==> config.mk <==
export PLATFORM = sky130hd
export DESIGN_NAME = cordic_cos_fixed
export DESIGN_NICKNAME = d
export VERILOG_FILES = /design/src/rtl/cordic_cos_fixed.sv
export SDC_FILE = /design/constraint.sdc
export NUM_CORES = 2
export LEC_CHECK = 0
export ABC_AREA = 1
export CAP_MARGIN = 5
export CORE_ASPECT_RATIO = 0.75
export CORE_MARGIN = 4
export CORE_UTILIZATION = 60
export DETAILED_ROUTE_END_ITERATION = 12
export GPL_TIMING_DRIVEN = 1
export PLACE_DENSITY = 0.82
export SYNTH_ARGS = -nofsm -noshare
export SYNTH_HDL_FRONTEND = slang
export SYNTH_SLANG_ARGS = --single-unit
==> constraint.sdc <==
create_clock -name clk_i -period 14.4 [get_ports clk_i]
set_clock_uncertainty 0.2 [all_clocks]
set_input_delay 4.32 -clock clk_i [delete_from_list [all_inputs] [get_ports clk_i]]
set_output_delay 4.32 -clock clk_i [all_outputs]
set_load 0.1 [all_outputs]
==> src/rtl/cordic_cos_fixed.sv <==
// Iterative rotation-mode CORDIC producing cos(angle) as sign-magnitude {sign, 1 int bit, 19 frac bits}.
// Valid/ready on both sides, one micro-rotation per clock; feeds the fixed-point -> IEEE-754 converter.
module cordic_cos_fixed #(
    parameter int unsigned ITER = 16,
    parameter int unsigned W    = 24
) (
    input  logic        clk_i,
    input  logic        rst_ni,
    input  logic        valid_i,
    output logic        ready_o,
    input  logic [21:0] angle_i,
    output logic        valid_o,
    input  logic        ready_i,
    output logic        sign_o,
    output logic        integer_o,
    output logic [18:0] fractional_o
);

    typedef enum logic [1:0] {
        IDLE,
        ROTATE,
        DONE
    } state_t;

    localparam int unsigned SH     = 32 - W;
    localparam int unsigned D      = W - 21;
    localparam logic [4:0]  ITER_C = 5'(ITER);
    localparam logic [32:0] K_RND  = ({32'h26DD3B6A, 1'b0} + (33'd1 << SH)) >> (SH + 1);
    localparam logic [W-1:0] K_W   = W'(K_RND);
    localparam logic [W:0]  HALF   = (W + 1)'(1) << (D - 1);

    function automatic logic [W-1:0] atan_w(input logic [4:0] i);
        logic [31:0] a;
        case (i)
            5'd0:    a = 32'h3243F6A8;
            5'd1:    a = 32'h1DAC6705;
            5'd2:    a = 32'h0FADBAFC;
            5'd3:    a = 32'h07F56EA6;
            5'd4:    a = 32'h03FEAB76;
            5'd5:    a = 32'h01FFD55B;
            5'd6:    a = 32'h00FFFAAA;
            5'd7:    a = 32'h007FFF55;
            5'd8:    a = 32'h003FFFEA;
            5'd9:    a = 32'h001FFFFD;
            5'd10:   a = 32'h000FFFFF;
            5'd11:   a = 32'h0007FFFF;
            5'd12:   a = 32'h0003FFFF;
            5'd13:   a = 32'h0001FFFF;
            5'd14:   a = 32'h0000FFFF;
            5'd15:   a = 32'h00007FFF;
            5'd16:   a = 32'h00003FFF;
            5'd17:   a = 32'h00001FFF;
            5'd18:   a = 32'h00000FFF;
            5'd19:   a = 32'h000007FF;
            default: a = '0;
        endcase
        return W'(a >> SH);
    endfunction

    state_t state_q, state_d;

    logic signed [W-1:0] x_q, y_q, z_q;
    logic        [4:0]   cnt_q;
    logic                valid_q, sign_q, int_q;
    logic        [18:0]  frac_q;

    logic signed [W-1:0]   x_sh, y_sh, atan_v, x_n, y_n, z_n, x_fin;
    logic signed [2*W-1:0] zy;
    logic                  d_neg;
    logic        [W-1:0]   mag;
    logic        [W:0]     rsum;
    logic                  sat_c, zero_c, sign_c;
    logic        [18:0]    frac_c;

    always_comb begin
        d_neg  = z_q[W-1];
        x_sh   = x_q >>> cnt_q;
        y_sh   = y_q >>> cnt_q;
        atan_v = signed'(atan_w(cnt_q));
        x_n    = d_neg ? (x_q + y_sh) : (x_q - y_sh);
        y_n    = d_neg ? (y_q - x_sh) : (y_q + x_sh);
        z_n    = d_neg ? (z_q + atan_v) : (z_q - atan_v);
    end

    // Fold the leftover angle into x (cos(a-z) ~ x - z*y) so accuracy reaches ~2^-19 at 16 iterations.
    always_comb begin
        zy     = z_q * y_q;
        x_fin  = x_q - W'(zy >>> (W - 2));
        mag    = x_fin[W-1] ? -x_fin : x_fin;
        rsum   = {1'b0, mag} + HALF;
        sat_c  = (rsum >> (W - 2)) != '0;
        zero_c = (rsum >> D) == '0;
        frac_c = sat_c ? 19'd0 : 19'(rsum >> D);
        sign_c = x_fin[W-1] & ~zero_c;
    end

    always_comb begin
        state_d = state_q;
        case (state_q)
            IDLE:    if (valid_i)          state_d = ROTATE;
            ROTATE:  if (cnt_q == ITER_C)  state_d = DONE;
            DONE:    if (ready_i)          state_d = IDLE;
            default:                       state_d = IDLE;
        endcase
    end

    always_ff @(posedge clk_i or negedge rst_ni) begin
        if (!rst_ni) begin
            state_q <= IDLE;
        end else begin
            state_q <= state_d;
        end
    end

    always_ff @(posedge clk_i or negedge rst_ni) begin
        if (!rst_ni) begin
            x_q     <= '0;
            y_q     <= '0;
            z_q     <= '0;
            cnt_q   <= '0;
            valid_q <= 1'b0;
            sign_q  <= 1'b0;
            int_q   <= 1'b0;
            frac_q  <= '0;
        end else begin
            case (state_q)
                IDLE: begin
                    if (valid_i) begin
                        x_q   <= signed'(K_W);
                        y_q   <= '0;
                        z_q   <= signed'({{(W - 22){angle_i[21]}}, angle_i} << (W - 22));
                        cnt_q <= '0;
                    end
                end
                ROTATE: begin
                    if (cnt_q == ITER_C) begin
                        valid_q <= 1'b1;
                        sign_q  <= sign_c;
                        int_q   <= sat_c;
                        frac_q  <= frac_c;
                    end else begin
                        x_q   <= x_n;
                        y_q   <= y_n;
                        z_q   <= z_n;
                        cnt_q <= cnt_q + 5'd1;
                    end
                end
                DONE: begin
                    if (ready_i) valid_q <= 1'b0;
                end
                default: valid_q <= 1'b0;
            endcase
        end
    end

    assign ready_o      = rst_ni & (state_q == IDLE);
    assign valid_o      = valid_q;
    assign sign_o       = sign_q;
    assign integer_o    = int_q;
    assign fractional_o = frac_q;

endmodule

==> metrics <==
run status=completed; Max-cap violations=0; Largest stage delay, worst path=1.12 ns; CP Capture Type=flop; Worst-Skew Late Latency=0.38 ns; Setup Slack @ Placement=about 2.5 ns; Crit Path Category=flop to flop; Root Driver=clkbuf_16; Post-Syn Area=34,970 sq um; register area=between 2000 and 3000 sq um; die height=around 220 microns; DRC violations left=0; Yosys warning count=0; H-tree depth=3; RSZ-0062 raised after global routing=false; flop-to-flop setup slack=approximately 2.1 ns; slew of the pin with the lowest slew margin=roughly 1.2 ns; Hold Vio Cnt, Final=0; Synth area leaders=fa_1 (34%), nand2_1 (15%), inv_1 (13%); ANT nets after route=0; hpwl dp=between 80,000 and 90,000 microns; CP Data Required Time=between 10 and 15 ns; CTS tree=done; Filler cells=5,086; Slew Limit Fails=0; WL/cell=roughly 19 microns; post-synth net total=about 5,800; Rows=76; fraction of registers with async set or reset after synthesis=1.000; post-synthesis sequential area ratio=0.07228; gp weighted congestion=0.9988; Final #Nets=roughly 5,700; Achievable Freq=81.61 MHz; share of layout cells above drive strength 1=0.04116; slew margin rel.=0.2081; Multi-input gate area=~27,000 sq um; 1st-iter DRT viols=between 4,000 and 5,000; final core occ=0.6310; Synth Instances=4,943; slowest CP cell=dfrtp_1; leading area contributor after synthesis=fa_1; P&R area growth vs syn=3.814%; all-layer global routing usage=0.3541; Core Region=between 50,000 and 60,000 sq um; Worst Path Arrival=12.32 ns; largest buffer count on any clock path=2; Distinct cells, synth=61; initial antenna violation count=4; Pre-antenna DRT Iters=6; DIE AREA=between 60,000 and 70,000 sq um; I/O Pins=49; Via density=5.658; die width=286.8 microns; HP Class=flop to flop; Most common cell on crit path=nand2_1; CTS clk-pin slew, worst paths=about 0.08 ns; total gr overflow=0; first-pass GRT wire length=roughly 170,000 microns; startpoint type of the worst setup path=flop; Synth top area share=0.3389; Post-synth EDFFs=0; setup TNS=0 ns; largest net degree at the start of global routing=78; ys flop type=dfrtp_1; CTS Sinks=about 100; Post-CTS Setup Inserts=0; Tmin final=12.25 ns; fin crit share=0.8510; initial core utilization=0.6078; post-synthesis area per instance=slightly above 7 sq um; # port buffers=between 40 and 50; total of cells resized after clock tree synthesis=0; Vias=approximately 32,000; final setup margin=2.146 ns; final WL=between 100,000 and 150,000 microns; CTS Buf Count=9; # setup viols final=0; vias in the first global route=31,539; Crit Path Max Fanout=27; hold buffer count at CTS=0; Seq cells post-synth=101
## synth_stat cells, drive strengths merged, types with 3 or more instances
| library cell | number |
|---|---|
| a211oi | 5 |
| a21boi | 6 |
| a21o | 16 |
| a21oi | 178 |
| a221o | 3 |
| a31oi | 16 |
| buf | 33 |
| clkbuf | 173 |
| clkinv | 3 |
| dfrtp | 101 |
| fa | 592 |
| ha | 230 |
| inv | 1209 |
| mux2i | 6 |
| nand2 | 1396 |
| nand3 | 143 |
| nand3b | 9 |
| nand4 | 47 |
| nor2 | 252 |
| nor3 | 28 |
| nor4 | 5 |
| o211ai | 33 |
| o21a | 13 |
| o21ai | 234 |
| o21bai | 8 |
| o221ai | 7 |
| o22ai | 34 |
| o31ai | 7 |
| o32ai | 4 |
| or2 | 8 |
| xnor2 | 52 |
| xor2 | 81 |
## cell families (layout without fill, tap and decap cells)
| group | after synthesis | in the layout | share of synthesized area |
|---|---|---|---|
| multiplexers | 6 | 6 | 0.001718 |
| adder cells (fa/ha/maj) | 822 | 822 | 0.4212 |
| buffers and inverters | 1418 | 1334 | 0.1548 |
| AO/OA/AOI/OAI | 573 | 573 | 0.09415 |
| XOR/XNOR | 133 | 133 | 0.03331 |
| other | 0 | 1 | 0 |
| flip-flops | 101 | 101 | 0.07228 |
| AND/OR/NAND/NOR | 1890 | 1890 | 0.2225 |
## worst paths after layout
check / end / cells past startpoint / startpoint
worst max-delay path: fractional_o[18] / 50 / y_q[1]
worst min-delay path: fractional_o[10] / 2 / fractional_o[10]
worst max register to register: fractional_o[18] / 50 / y_q[1]
worst min register to register: fractional_o[10] / 2 / fractional_o[10]
max in group asynchronous: z_q[23] / 2 / rst_ni
min in group asynchronous: z_q[8] / 1 / rst_ni
## worst max-delay path: cells and delay by family, from the launching register on
| family | cells | cell delay [ns] |
|---|---|---|
| AOI/OAI and AO/OA | 4 | 0.92 |
| xor gates and xnor gates | 1 | 0.09 |
| adders and majority gates | 10 | 4.67 |
| buffers and inverters | 10 | 0.85 |
| DFF | 1 | 1.12 |
| and+or+nand+nor | 25 | 4.28 |
## per-stage QoR
step | cells | hold WS (ns) | instance area (sq um)
floorplan | 4943 | 0.3252 | 34970
global placement | 5623 | 0.2667 | 36010
detailed placement | 5623 | 0.2676 | 36010
CTS | 5639 | 0.2867 | 36300
global route | 5639 | 0.3098 | 36300
finish | 5640 | 0.2884 | 36300
## state kept, by name (all words and copies together) (netlist names)
| name | count |
|---|---|
| x_q | 24 |
| y_q | 24 |
| z_q | 24 |
| fractional_o | 19 |
| cnt_q | 5 |
| state_q | 2 |
| integer_o | 1 |
| sign_o | 1 |
| valid_o | 1 |
## cells in the final DEF, fill, tap and decap left out, types with 81 or more instances in the layout
| cell | instances |
|---|---|
| dfrtp_1 | 99 |
| xor2_1 | 81 |
| o21ai_0 | 207 |
| nand2_1 | 1364 |
| inv_1 | 1184 |
| nand3_1 | 136 |
| nor2_1 | 218 |
| fa_1 | 592 |
| ha_1 | 230 |
| a21oi_1 | 176 |
## layer usage
layer | up-vias | routed length (microns) | track usage
met5 | - | 13 | 0
met4 | 2 | 3021 | 0.08521
met2 | 1926 | 43580 | 0.5014
met3 | 231 | 16860 | 0.1169
li1 | 14555 | - | -
met1 | 15195 | 44760 | 0.5269
## area by class of cell
type                    instances  share of cell area
multi-input cells            3424              0.7448
inverters                    1212              0.1254
flip-flops and latches        101             0.06970
well taps                     780             0.02689
repair buffers                106             0.02516
clock buffers                   9            0.006204
clock inverters                 7            0.001827
diodes                          1          0.00006894
Power is left out: the tool's default activity adds up to more than one toggle a clock period on the data nets, which glitch-free logic cannot reach.
